==> src/rtl/q_sampler.sv <==
// Settles after each i_ref change, then averages 2**AVG_LOG2 Q samples and presents the truncated mean.
// ready is high only while measured_q was taken at the present i_ref, and it drops one edge after i_ref moves.
module q_sampler #(
  parameter int WIDTH         = 10,
  parameter int SETTLE_CYCLES = 16,
  parameter int AVG_LOG2      = 3
) (
  input  logic             clk,
  input  logic             rst,
  input  logic             en,
  input  logic [WIDTH-1:0] i_ref,
  input  logic             sample_valid,
  input  logic [WIDTH-1:0] sample_data,
  output logic [WIDTH-1:0] measured_q,
  output logic             ready,
  output logic             busy
);

  localparam int ACC_W = WIDTH + AVG_LOG2;
  localparam int SET_W = $clog2(SETTLE_CYCLES + 1);
  localparam int CNT_W = AVG_LOG2 + 1;
  localparam logic [SET_W-1:0] SETTLE_LAST = SET_W'(SETTLE_CYCLES - 1);
  localparam logic [CNT_W-1:0] SAMP_LAST   = CNT_W'((1 << AVG_LOG2) - 1);

  typedef enum logic [1:0] {IDLE, SETTLE, ACCUM, DONE} state_e;

  state_e             state_q, state_d;
  logic [SET_W-1:0]   settle_cnt_q, settle_cnt_d;
  logic [CNT_W-1:0]   samp_cnt_q, samp_cnt_d;
  logic [ACC_W-1:0]   acc_q, acc_d;
  logic [WIDTH-1:0]   i_ref_q;
  logic [WIDTH-1:0]   meas_q, meas_d;
  logic               ready_q, ready_d;
  logic               busy_q, busy_d;
  logic [ACC_W-1:0]   sum;
  logic               change;

  always_ff @(posedge clk or negedge rst) begin
    if (!rst) begin
      state_q      <= IDLE;
      settle_cnt_q <= '0;
      samp_cnt_q   <= '0;
      acc_q        <= '0;
      i_ref_q      <= '0;
      meas_q       <= '0;
      ready_q      <= 1'b0;
      busy_q       <= 1'b0;
    end else begin
      state_q      <= state_d;
      settle_cnt_q <= settle_cnt_d;
      samp_cnt_q   <= samp_cnt_d;
      acc_q        <= acc_d;
      i_ref_q      <= i_ref;
      meas_q       <= meas_d;
      ready_q      <= ready_d;
      busy_q       <= busy_d;
    end
  end

  always_comb begin
    state_d      = state_q;
    settle_cnt_d = settle_cnt_q;
    samp_cnt_d   = samp_cnt_q;
    acc_d        = acc_q;
    meas_d       = meas_q;
    ready_d      = ready_q;
    sum          = acc_q + ACC_W'(sample_data);
    change       = (i_ref != i_ref_q);

    // en=0 outranks a change; a change outranks a completing sample
    if (!en) begin
      state_d      = IDLE;
      ready_d      = 1'b0;
      settle_cnt_d = '0;
      samp_cnt_d   = '0;
      acc_d        = '0;
    end else if (change && state_q != IDLE) begin
      state_d      = SETTLE;
      ready_d      = 1'b0;
      settle_cnt_d = '0;
      samp_cnt_d   = '0;
      acc_d        = '0;
    end else begin
      case (state_q)
        IDLE: begin
          state_d      = SETTLE;
          settle_cnt_d = '0;
          samp_cnt_d   = '0;
          acc_d        = '0;
        end
        SETTLE: begin
          if (settle_cnt_q == SETTLE_LAST) begin
            state_d      = ACCUM;
            settle_cnt_d = '0;
            samp_cnt_d   = '0;
            acc_d        = '0;
          end else begin
            settle_cnt_d = settle_cnt_q + SET_W'(1);
          end
        end
        ACCUM: begin
          if (sample_valid) begin
            acc_d      = sum;
            samp_cnt_d = samp_cnt_q + CNT_W'(1);
            if (samp_cnt_q == SAMP_LAST) begin
              state_d = DONE;
              meas_d  = WIDTH'(sum >> AVG_LOG2);
              ready_d = 1'b1;
            end
          end
        end
        DONE: begin
          state_d = DONE;
        end
        default: state_d = IDLE;
      endcase
    end

    busy_d = (state_d == SETTLE) || (state_d == ACCUM);
  end

  assign measured_q = meas_q;
  assign ready      = ready_q;
  assign busy       = busy_q;

endmodule

==> config.mk <==
export PLATFORM = sky130hd
export DESIGN_NAME = q_sampler
export DESIGN_NICKNAME = d
export VERILOG_FILES = /design/src/rtl/q_sampler.sv
export SDC_FILE = /design/constraint.sdc
export NUM_CORES = 1
export LEC_CHECK = 0
export ABC_AREA = 1
export CORE_MARGIN = 2
export CORE_UTILIZATION = 35
export DETAILED_ROUTE_END_ITERATION = 8
export MAX_ROUTING_LAYER = met4
export PLACE_DENSITY_LB_ADDON = 0.15
export SETUP_SLACK_MARGIN = 0.5
export SYNTH_ARGS = -nofsm -noshare
export SYNTH_HDL_FRONTEND = slang
export SYNTH_SLANG_ARGS = --single-unit
==> constraint.sdc <==
create_clock -name clk -period 2.22 [get_ports clk]
set_input_delay 0.222 -clock clk [delete_from_list [all_inputs] [get_ports clk]]
set_output_delay 0.222 -clock clk [all_outputs]
set_load 0.01 [all_outputs]
==> metrics.log <==
INFO  metric worst_r2r_startpoint = acc_q[6]
INFO  metric post_synth_and_or_nand_nor_area_fraction = 0.3225
INFO  metric place_congestion = 0.8580
INFO  metric floorplan.core_area = between 0.007 and 0.008 mm²
INFO  metric synth_compound_area_frac = 0.05543
INFO  metric max_freq = around 550 MHz
INFO  metric final.setup_skew = approximately 0.012 ns
INFO  metric required = ~2.5 ns
INFO  metric drc_marker_count_from_the_first_detailed_route_iteration = roughly 140
INFO  metric clock_latency = 0.31 ns
INFO  metric startpoint_type = register
INFO  metric largest_family_of_logic_cells_by_synthesized_area = simple AND/OR/NAND/NOR gates
INFO  metric first_global_vias = about 2300
INFO  metric timing.hold.worst.start = i_ref[9]
INFO  metric clockBufferDepth = 2
INFO  metric worst_slew_pin_slew = a little under 0.6 ns
INFO  metric grt_usage = 0.1593
INFO  metric final-max-slew-violation-count = 0
INFO  metric synth_seq_cells = 46
INFO  metric power.ir.vdd_worst = between 0.2 and 0.3 mV
INFO  metric worst_setup_hold_path_clk_slew = about 0.1 ns
INFO  metric critical_path.slowest_cell = dfrtp_1
INFO  metric power.density_cell_area = around 410 mW/mm²
INFO  metric die_y = between 90 and 100 µm
INFO  metric outcome = complete, no violations
INFO  metric areaGrowthSynthToFinish = 45.12%
INFO  metric grt_overflow_total = 0
INFO  metric critPathKind = reg2reg
INFO  metric timing.critical_path.mode_cell = nand2_1
INFO  metric cts_inserted_buffers = 5
INFO  metric hold_depth = 1
INFO  metric post-route-drc-count = 0
INFO  metric synth_warnings = 0
INFO  metric port_buffers = 35
INFO  metric drive_above_1_share = 0.2541
INFO  metric hold_viol = 0
INFO  metric max-cap-violations = 0
INFO  metric timing.reg2reg.worst_path_depth = 8
INFO  metric tritoncts = yes
INFO  metric finalSetupViolations = 0
INFO  metric fp.dieArea = between 0.008 and 0.009 mm²
INFO  metric totalWireLength = between 6000 and 7000 µm
INFO  metric timing.critical_path.cells = ha_4, nand2_1, o21ai_0, inv_1, nand2_2, xor2_2, nand2_1, o21ai_1
INFO  metric timing.rr.end = acc_q[8]
INFO  metric syn-instance-count = between 300 and 400
INFO  metric num_rows = 32
INFO  metric critical_path.max_stage_delay = about 0.42 ns
INFO  metric timing.slew.headroom = 0.6149
INFO  metric netlist-cell-type-count = 28
INFO  metric finalWorstPathRequiredPeriod = approximately 1.8 ns
INFO  metric syn_area_per_cell = between 7 and 8 µm²
INFO  metric total_leakage_power = between 2 and 2.5 nW
INFO  metric dp_hpwl = 4512 µm
INFO  metric grt_setup_unrepaired = yes
INFO  metric timing.setup.tns = 0 ns
INFO  metric number_of_inserted_diodes = 0
INFO  metric dr_total_vias = 2463
INFO  metric synth_xor_area_frac = 0.05131
INFO  metric synth_mux_area_frac = 0
INFO  metric synth_nets = approximately 400
INFO  metric grt_pass1_wl = ~11000 µm
INFO  metric boundaryPins = 36
INFO  metric fin_total_pwr = around 1.6 mW
INFO  metric hold-worst-slack = ~0.090 ns
INFO  metric critical_path_peak_fanout = 4
INFO  metric min_period_over_period = 0.8141
INFO  metric synthesized_area = 0.002731 mm²
INFO  metric antenna_violations_before_repair = 0
INFO  metric vias_per_cell = ~4.6
INFO  metric grt_max_degree = 25
INFO  metric worstSetupEndpointType = register
INFO  metric final_net_count = between 400 and 500
INFO  metric detail-route-antenna-nets = 0
INFO  metric dieWidth = about 90 µm
INFO  metric cts.root.buffer_cell = clkbuf_8
INFO  metric initial_utilization = 0.3572
INFO  metric timing.hold.worst.class = in2reg
INFO  metric synthAdderAreaFrac = 0.06230
INFO  metric ff2ff_setup_slack = roughly 0.41 ns
INFO  metric worstPathArrival = between 2 and 2.5 ns
INFO  metric synth.yosys.seq_area_share = 0.4214
INFO  metric htree_levels = 2
INFO  metric layout.filler_cells = roughly 720
INFO  metric cts_num_sinks = 46
INFO  metric wire_per_inst = between 10 and 15 µm
INFO  metric min_to = i_ref_q[9]
INFO  metric drt_pass1_iterations = 4
[worst max-delay path: cells and delay by family, from the launching register on]
kind / cells / cell delay (ns)
AOI/OAI and AO/OA: 2 / 0.46
buffers and inverters: 1 / 0.09
xor gates and xnor gates: 1 / 0.15
adders and majority gates: 1 / 0.31
and+or+nand+nor: 3 / 0.30
DFF: 1 / 0.42
[flip-flops by register name (all words and copies together), names as in the netlist]
name	count
settle_cnt_q	5
measured_q	10
samp_cnt_q	4
acc_q	13
ready	1
i_ref_q	10
state_q	2
busy	1
[worst max-delay path by stage]
stage / start / end / depth (start not counted)
after floorplan: acc_q[0] / acc_q[8] / 11
after global placement: sample_data[0] / acc_q[8] / 12
after detailed placement: sample_data[0] / acc_q[8] / 12
after CTS: acc_q[2] / acc_q[5] / 7
after global routing: acc_q[3] / acc_q[12] / 10
final: acc_q[6] / acc_q[8] / 8
[metal layers]
layer | wire, µm | GRT usage | share of wire | vias to the layer above
met3 | 211 | 0.02522 | 0.032 | 10
met4 | 91 | 0.04602 | 0.014 | 0
li1 | - | - | - | 1263
met5 | 0 | - | 0 | -
met2 | 3266 | 0.2597 | 0.49 | 42
met1 | 3098 | 0.2062 | 0.46 | 1148
[cells in the final DEF, fill, tap and decap left out, types with 6 or more instances in the layout]
cell / synthesis / routed
a21oi_1: 10 / 6
buf_4: 2 / 12
buf_6: 2 / 6
clkbuf_8: 0 / 6
clkdlybuf4s50_1: 0 / 29
dfrtp_1: 46 / 46
ha_4: 0 / 8
inv_1: 49 / 45
nand2_1: 140 / 119
nand2_2: 2 / 16
nand2_4: 0 / 6
nand3_1: 21 / 14
nand3_2: 3 / 8
nand4_1: 8 / 8
nor2_1: 24 / 21
o21ai_1: 13 / 9
[repair_timing]
action / 4_1_cts / 5_1_grt
hold buffers: 1 / 0
hold endpoints to repair: 23 / 0
gates cloned: 0 / 3
gates resized for setup: 17 / 83
setup buffers: 5 / 8
endpoints found under the setup margin: 22 / 30
pin swaps: 14 / 34
[power by group]
part | leakage (nW) | switching, mW | internal, mW
sequential | 0.614 | 0.00749 | 0.850
combinational | 1.41 | 0.116 | 0.105
clock | 0.0482 | 0.303 | 0.252
[metrics by stage]
| step | area (µm²) | setup slack (ns) | utilization | instances |
|---|---|---|---|---|
| 2_1_floorplan | 2741 | 0.5313 | - | 365 |
| 3_3_place_gp | 3277 | 0.06369 | 0.4285 | 506 |
| 3_5_place_dp | 3277 | 0.007631 | 0.4285 | 506 |
| 4_1_cts | 3487 | 0.4424 | 0.4560 | 520 |
| 5_1_grt | 3964 | 0.3184 | 0.5183 | 531 |
| 6_report | 3964 | 0.4128 | 0.5183 | 531 |
[logic make-up (layout without fill, tap and decap cells)]
family / after synthesis / count (layout)
AND/OR/NAND/NOR: 204 / 204
AO/OA/AOI/OAI: 29 / 29
buffers and inverters: 57 / 121
flip-flops: 46 / 46
XOR/XNOR: 16 / 16
adder cells (fa/ha/maj): 13 / 13
[layout make-up]
cell class                 count  area [µm²]  area share
inverter                      52       219.0     0.05524
multi-input combinational    262        1707      0.4306
timing repair inverter         1       16.27    0.004104
timing repair buffer          60       651.9      0.1645
sequential                    46        1151      0.2904
clock buffer                   7       86.33     0.02178
clock inverter                 1       5.005    0.001263
tap                          102       127.6     0.03220
[Yosys cell counts]
cell / instances / share of area
a31oi_1: 1 / 0.0023
nor2_4: 1 / 0.0041
nand4_1: 8 / 0.018
o21ai_1: 13 / 0.024
o21bai_1: 1 / 0.0027
dfrtp_1: 46 / 0.42
buf_4: 2 / 0.0055
ha_1: 12 / 0.055
inv_1: 49 / 0.067
buf_2: 1 / 0.0018
nand3_1: 21 / 0.038
nor2_2: 1 / 0.0023
nor2_8: 1 / 0.0073
nor3_1: 1 / 0.0018
a21oi_1: 10 / 0.018
xor2_1: 8 / 0.026
o211ai_1: 1 / 0.0027
nand2_2: 2 / 0.0046
o21ai_0: 3 / 0.0055
nor2_1: 24 / 0.033
nand3b_1: 1 / 0.0027
inv_2: 3 / 0.0041
nand2_1: 140 / 0.19
buf_6: 2 / 0.0082
nand3_2: 3 / 0.011
fa_1: 1 / 0.0073
xnor2_1: 8 / 0.026
nand3_4: 1 / 0.0064
Note: power is estimated with default switching activity, not from simulation.
